--- config.mk ---
export PLATFORM = sky130hd
export DESIGN_NAME = run_det_arbiter
export DESIGN_NICKNAME = d
export VERILOG_FILES = /design/src/rtl/run_det_arbiter.sv
export SDC_FILE = /design/constraint.sdc
export NUM_CORES = 1
export LEC_CHECK = 0
export CELL_PAD_IN_SITES_DETAIL_PLACEMENT = 1
export CELL_PAD_IN_SITES_GLOBAL_PLACEMENT = 1
export CORE_UTILIZATION = 40
export DETAILED_ROUTE_END_ITERATION = 10
export PLACE_DENSITY = 0.79
export SLEW_MARGIN = 5
export SYNTH_ARGS = -nofsm -noshare
export SYNTH_HDL_FRONTEND = slang
export SYNTH_SLANG_ARGS = --single-unit
--- constraint.sdc ---
create_clock -name clk -period 4.95 [get_ports clk]
set_input_delay 0.99 -clock clk [delete_from_list [all_inputs] [get_ports clk]]
set_output_delay 0.99 -clock clk [all_outputs]
set_load 0.02 [all_outputs]
--- src/rtl/run_det_arbiter.sv ---
// Round-robin shared "RUN_LEN consecutive 1s" overlapping detector for NCH bit streams.
// Optional per-channel saturating match counters when MATCH_CNT_EN is defined.
module run_det_arbiter #(
  parameter int NCH     = 4,
  parameter int RUN_LEN = 3,
  parameter int CHW     = $clog2(NCH),
  parameter int CW      = $clog2(RUN_LEN)
`ifdef MATCH_CNT_EN
  ,
  parameter int MCW     = 8
`endif
) (
  input  logic           clk,
  input  logic           rst,
  input  logic [NCH-1:0] req,
  input  logic [NCH-1:0] bit_in,
  input  logic [NCH-1:0] clr,
  output logic [NCH-1:0] grant,
  output logic           det_valid,
  output logic [CHW-1:0] det_ch,
  output logic           det_z
`ifdef MATCH_CNT_EN
  ,
  input  logic [CHW-1:0] rd_ch,
  output logic [MCW-1:0] match_cnt
`endif
);

  logic [CHW-1:0] ptr;
  logic [CHW-1:0] gnt_idx;
  logic [CHW-1:0] cand;
  logic [NCH-1:0] elig;
  logic           found;
  logic           xfer;
  logic [CW-1:0]  cnt [NCH];
  logic [CW-1:0]  cur;
  logic           gbit;
  logic           hit;
  logic [CW-1:0]  nxt;

  assign elig = req & ~clr;

  // First eligible channel at or after ptr, wrapping from NCH-1 back to 0.
  always_comb begin
    grant   = '0;
    gnt_idx = '0;
    found   = 1'b0;
    cand    = '0;
    for (int k = 0; k < NCH; k++) begin
      cand = CHW'((int'(ptr) + k) % NCH);
      if (!found && elig[cand]) begin
        found       = 1'b1;
        gnt_idx     = cand;
        grant[cand] = 1'b1;
      end
    end
  end

  assign xfer = found;
  assign cur  = cnt[gnt_idx];
  assign gbit = bit_in[gnt_idx];
  assign hit  = gbit && (cur == CW'(RUN_LEN - 1));
  // A full run saturates the count so every further 1 also fires.
  assign nxt  = !gbit ? '0 : (hit ? cur : cur + CW'(1));

  always_ff @(posedge clk or posedge rst) begin
    if (rst) begin
      for (int i = 0; i < NCH; i++) cnt[i] <= '0;
      ptr       <= '0;
      det_valid <= 1'b0;
      det_ch    <= '0;
      det_z     <= 1'b0;
    end else begin
      for (int i = 0; i < NCH; i++) begin
        if (clr[i])
          cnt[i] <= '0;
        else if (xfer && gnt_idx == CHW'(i))
          cnt[i] <= nxt;
      end
      det_valid <= xfer;
      if (xfer) begin
        det_ch <= gnt_idx;
        det_z  <= hit;
        ptr    <= (int'(gnt_idx) == NCH - 1) ? '0 : gnt_idx + CHW'(1);
      end else begin
        det_z  <= 1'b0;
      end
    end
  end

`ifdef MATCH_CNT_EN
  logic [MCW-1:0] mcnt [NCH];

  always_ff @(posedge clk or posedge rst) begin
    if (rst) begin
      for (int i = 0; i < NCH; i++) mcnt[i] <= '0;
    end else begin
      for (int i = 0; i < NCH; i++) begin
        if (clr[i])
          mcnt[i] <= '0;
        else if (xfer && hit && gnt_idx == CHW'(i) && mcnt[i] != '1)
          mcnt[i] <= mcnt[i] + MCW'(1);
      end
    end
  end

  assign match_cnt = (int'(rd_ch) < NCH) ? mcnt[rd_ch] : '0;
`endif

endmodule

---- After elaboration in Yosys (flattened, before gate mapping) ----
Cells that the tools add are included.
operators by class
  reduce and logical (&&, ||, !) cells .... 20
  order comparisons ....................... 10
  $add $sub $neg .......................... 5
  eq/ne operators ......................... 5
  bitwise operators ....................... 6
  muxes and demuxes ....................... 45
operators with widths
  operator             number
  $mux 2               17
  $mux 4               4
  $lt 2x3->1 const B   5
  $mux 1               14
  $logic_and 1x1->1    12
  $or 4x4->4           3
  $bmux 1 s2           5
  $demux 1 s2          4
  $ge 2x1->1 const B   4
  $reduce_bool 2->1    4
  $add 2x1->2 const B  3
  $eq 2x2->1 const B   3
  $add 2x2->2 const B  2
  $and 4x4->4          1
  $bmux 2 s2           1
  $eq 2x1->1 const B   2
  $not 4->4            1
  $ge 3x3->1 const B   1
  $logic_not 1->1      3
  $not 2->3            1
  $logic_not 2->1      1
word-level totals
  register bits ........................... 14
  logic and storage cells ................. 99
  input bits .............................. 14
  output and inout port bits .............. 8

---- Depth between registers and ports, before layout ----
Gate-level depths: netlist of the first run.
  depth after elaboration ................. 24
  mapped depth ............................ 14
  mapped depth without buffers ............ 12

---- Worst setup path before layout of the first run ----
No wires, ideal clock.
  path type ............................... input-to-reg
  start ................................... input port clr[1]
  end ..................................... register cnt[1] in the netlist's numbering
  setup slack ............................. 1.418 ns
  stages .................................. 12
  data required time ...................... 4.883 ns
  buffers on the path ..................... 1
  setup time .............................. 0.067 ns
  arrival ................................. 3.464 ns
  cells stage by stage .................... nand2b_4 > buf_6 > mux4_2 > and2_4 > a211o_4 > clkinv_4 > o21ai_2 > o221a_4 > ha_1 > or2_2 > o31ai_2 > a32o_1
on the way
  longest elaborated chain between the ends .. 24
  elaborated cells on any way between the ends .. 40
  those cells by class .................... add/sub: 1; eq/ne: 2; mux: 25; bitwise: 3; reduce/logical: 9
ends and longest elaborated chain
  what                                                  RTL line  source
  from (decl)                                           17        input logic [NCH-1:0] clr,
  $not 4->4 (*)                                         41        assign elig = req & ~clr;
  $and 4x4->4 (*)                                       41
  $bmux 1 s2                                            51        if (!found && elig[cand]) begin
  $mux 1 (not written as such)                          51
  $mux 1                                                51
  $logic_not 1->1                                       51
  $logic_and 1x1->1                                     51
  $mux 1                                                51
  $logic_not 1->1                                       51
  $logic_and 1x1->1                                     51
  $mux 1                                                51
  $logic_not 1->1                                       51
  $logic_and 1x1->1                                     51
  $mux 2 (*)                                            51
  via gnt_idx[0]                                        30        logic [CHW-1:0] gnt_idx;
  branches (longest 10 deep; another with $add 2x1->2)  -
  to (signal, indexed assignment)                       78        cnt[i] <= nxt;
  to (decl)                                             35        logic [CW-1:0] cnt [NCH];
Mark *: on every way through the listed nets, which the timed path passes. The select of a mux whose other input is x is not followed.
A chain may end at the register's enable or synchronous reset.

---- Final worst setup path of the first run ----
  start ................................... input port clr[0]
  end ..................................... output port grant[3]
on the way
  longest elaborated chain between the ends .. 14
  elaborated cells on any way between the ends .. 26
  those cells by class .................... mux: 15; bitwise: 5; reduce/logical: 6
ends and longest elaborated chain
  what                          RTL line  source
  $not 4->4 (*)                 41
  $and 4x4->4 (*)               41
  $bmux 1 s2                    51
  $mux 1 (not written as such)  51
  $mux 1                        51
  $logic_not 1->1               51
  $logic_and 1x1->1             51
  $mux 1                        51
  $logic_not 1->1               51
  $logic_and 1x1->1             51
  $mux 1                        51
  $logic_not 1->1               51
  $logic_and 1x1->1             51
  $mux 4 (*)                    51
  to (decl)                     18        output logic [NCH-1:0] grant,
Every way passes the cells marked *; elsewhere a longest branch is shown, timed or not. The select of a mux whose other input is x is not followed.

==> results.md, run 1 <==
- Syn_area_per_cell: roughly 9 µm²
- CTS tree: done
- # setup viols final: 0
- Largest net degree at the start of global routing: 15
- Setup Total Neg Slack: 0 ns
- CP Data Required Time: 3.96 ns
- Xor and xnor area share after synthesis: 0.0206
- Power Total: 956 µW
- Via/cell ratio: 5.84
- Ys Warns: 0
- Leakage dissipation: ~0.67 nW
- Tot GR Track Use: 0.235
- Clk root buf: clkbuf_4
- CP arrival: ~3.6 ns
- DRT antenna net count: 0
- Actual transition at the worst max-transition pin: 0.622 ns
- Post-synth cell types: 49
- Crit path max fanout: 6
- GPL Wtd Cong: 0.862
- Largest family of logic cells by synthesized area: compound AO/OA/AOI/OAI gates
- Area share of and/or/nand/nor cells after synthesis: 0.236
- CP max stage delay: 0.60 ns
- Synth Flop Type: dfrtp_1
- N_diodes: 0
- PwrDens: 593 nW/µm²
- Vias in the first global route: 1,300
- Die width: 59.9 µm
- Post-CTS Resized: 0
- Max cap viols: 0
- EDFF count, synth: 0
- Achievable Freq: 220 MHz
- Final #Nets: 193
- Synthesized Nets: ~170
- Die Area: 3580 µm²
- Synth Area in Adders: 0.0841
- TritonRoute pass-1 iters: 4
- CTS Sinks: 14
- Die height: 59.9 µm
- Worst-Skew Late Latency: roughly 0.28 ns
- Area fraction in compound gates after synthesis: 0.283
- Most used cell along the critical path: clkdlybuf4s50_1
- Setup bufs post-CTS: 0
- IO Pins: 22
- Detailed Place HPWL: 2.88 mm
- Design area: 1610 µm²
- Cells after synthesis: 148
- CP top delay family: buffers and inverters
- Initial Util: 0.431
- RSZ-0062 raised after global routing: false
- Share of layout cells above drive strength 1: 0.137
- WP buf/inv: 2
- First-pass GRT wire length: about 6 mm
- Number of remaining DRC errors: 0
- Layout area overhead: 20.3%
- Inserted Clock Buffers: 3
- Critical setup path kind: in -> out
- Worst path slowest cell: clkdlybuf4s50_1
- Post-synthesis sequential area ratio: 0.262
- Initial antenna violation count: 0
- Port Buffers: 21
- FP Rows: 20
- Wire per inst: approximately 17 µm
- Final min period: 4.54 ns
- Routed via count: 1,238
- Register clock-pin slew on the reported worst setup and hold paths: 0.08 ns
- Placement Cell Area: 1590 µm²
- Worst VDD drop: 0.320 mV
- Hold Crit Class: reg -> reg
- Async SR Flop Fraction: 1.00
- Slew headroom: 0.582
- Period utilization: 0.918
- CORE AREA: 3100 µm²
- Startpoint class of the critical path: input port
- CP endpoint kind: output pin
- Status: complete, no violations
- Mapped Area: 1340 µm²
- FF+latch count, synth: 14
- Detailed Route WL: approximately 3.6 mm
- Clk_skew: between 0.005 and 0.006 ns
- CP cell instances: clkdlybuf4s50_1, nor2b_1, mux4_2, a211oi_1, a222oi_1, nand2_1, clkdlybuf4s50_1
- Hold bufs inserted after CTS: 0
- Final hold vios: 0
- First DRT Iteration DRCs: 92
- H-tree depth reported by CTS: 1
- Mux cell area share after synthesis: 0.0654
- GRT overflow: 0
- CTS Buffer Depth: 2
- Slew Limit Fails: 0
## worst paths after layout
kind                                        from                     to  slack (ns)  cells past startpoint
setup / recovery                          clr[0]               grant[3]        0.41                      7
hold / removal             det_ch[0]$_DFFE_PP0P_  det_ch[0]$_DFFE_PP0P_        0.49                      2
setup reg to reg              ptr[1]$_DFFE_PP0P_     cnt[5]$_DFFE_PP0P_        1.05                     12
hold reg to reg            det_ch[0]$_DFFE_PP0P_  det_ch[0]$_DFFE_PP0P_        0.49                      2
max in group asynchronous                    rst     cnt[7]$_DFFE_PP0P_        3.55                      2
min in group asynchronous                    rst  det_ch[0]$_DFFE_PP0P_        1.04                      2
## cell type report
class | instances | area [µm²]
Inverter | 8 | 35.0
Multi-Input combinational cell | 120 | 922
Clock buffer | 3 | 22.5
Sequential cell | 14 | 350
Timing Repair Buffer | 23 | 225
Tap cell | 44 | 55.1
Fill cell | 361 | 1490
## worst register-to-register path, stage by stage (launching register included)
cell and delay, ns:
dfrtp_1 0.56, inv_1 0.14, ha_1 0.51, mux4_2 0.60, and2_4 0.23, a211o_4 0.39
clkinv_4 0.11, o21ai_2 0.06, o221a_4 0.29, ha_1 0.29, or2_2 0.28, o31ai_2 0.13
a32o_1 0.25
## report_power, final
part	switching (mW)	internal, mW	total (mW)
Combinational	0.414	0.300	0.714
Clock	0.0355	0.0282	0.0637
Sequential	0.0295	0.148	0.178
## through the flow
stage	util	setup WS [ns]	hold slack, ns	instances
floorplan	-	1.42	0.586	148
global placement	0.512	0.546	0.461	209
detailed placement	0.512	0.443	0.479	209
CTS	0.519	0.432	0.500	212
global route	0.519	0.329	0.519	212
finish	0.519	0.406	0.492	212
## synth_stat cells (2+ instances only)
cell      count  area, µm²
clkbuf_1      4       15.0
a31oi_1       2       12.5
nor2b_1      12       75.1
a21oi_1       6       30.0
o21ai_1       2       10.0
nor3_1        2       10.0
dfrtp_1      14        350
mux2i_1       2       20.0
nand2_1      22       82.6
ha_1          9        113
nor2_1       10       37.5
a211oi_1      2       15.0
a222oi_1      4       40.0
a311oi_1      2       17.5
nand3_1       4       20.0
mux4_2        3       67.6
a32o_1        8       80.1
nand2b_1      3       18.8
inv_1         5       18.8
o21ai_0       3       15.0
## kinds of logic (layout without fill, tap and decap cells)
group / Yosys count / in the layout
AND/OR/NAND/NOR: 62 / 62
multiplexers: 5 / 5
flip-flops: 14 / 14
buffers and inverters: 14 / 34
adder cells (fa/ha/maj): 9 / 9
AO/OA/AOI/OAI: 43 / 43
XOR/XNOR: 1 / 1
## registers in the layout, indices dropped and copies added, names as in the netlist
register,flops
cnt,8
det_ch,2
ptr,2
det_valid,1
det_z,1
## placed cells by master, fill, tap and decap left out, drive strengths merged, types with 2 or more instances in the layout
cell type / netlist / layout
nand2: 22 / 22
clkdlybuf4s50: 0 / 21
dfrtp: 14 / 14
nor2b: 12 / 12
nor2: 10 / 10
ha: 9 / 9
a32o: 8 / 8
a21oi: 7 / 7
inv: 6 / 6
o21ai: 6 / 6
nand3: 4 / 4
a222oi: 4 / 4
nand2b: 4 / 4
mux4: 3 / 3
clkbuf: 4 / 3
a211oi: 3 / 3
nor3: 2 / 2
mux2i: 2 / 2
a31oi: 2 / 2
a311oi: 2 / 2
buf: 2 / 2
clkinv: 2 / 2
o31ai: 2 / 2
## layer usage
metal / share of wire / GRT usage
met2: 0.56 / 0.448
met5: 0 / 0
met4: 0.0077 / 0.0598
met1: 0.41 / 0.279
met3: 0.025 / 0.0195
(Power assumes the default switching activity.)
==> inputs of run 2 (changes only) <==
- SLEW_MARGIN: 5 -> 20
==> results of run 2 <==
Final layout, timing and power as in run 1 (identical DEF).
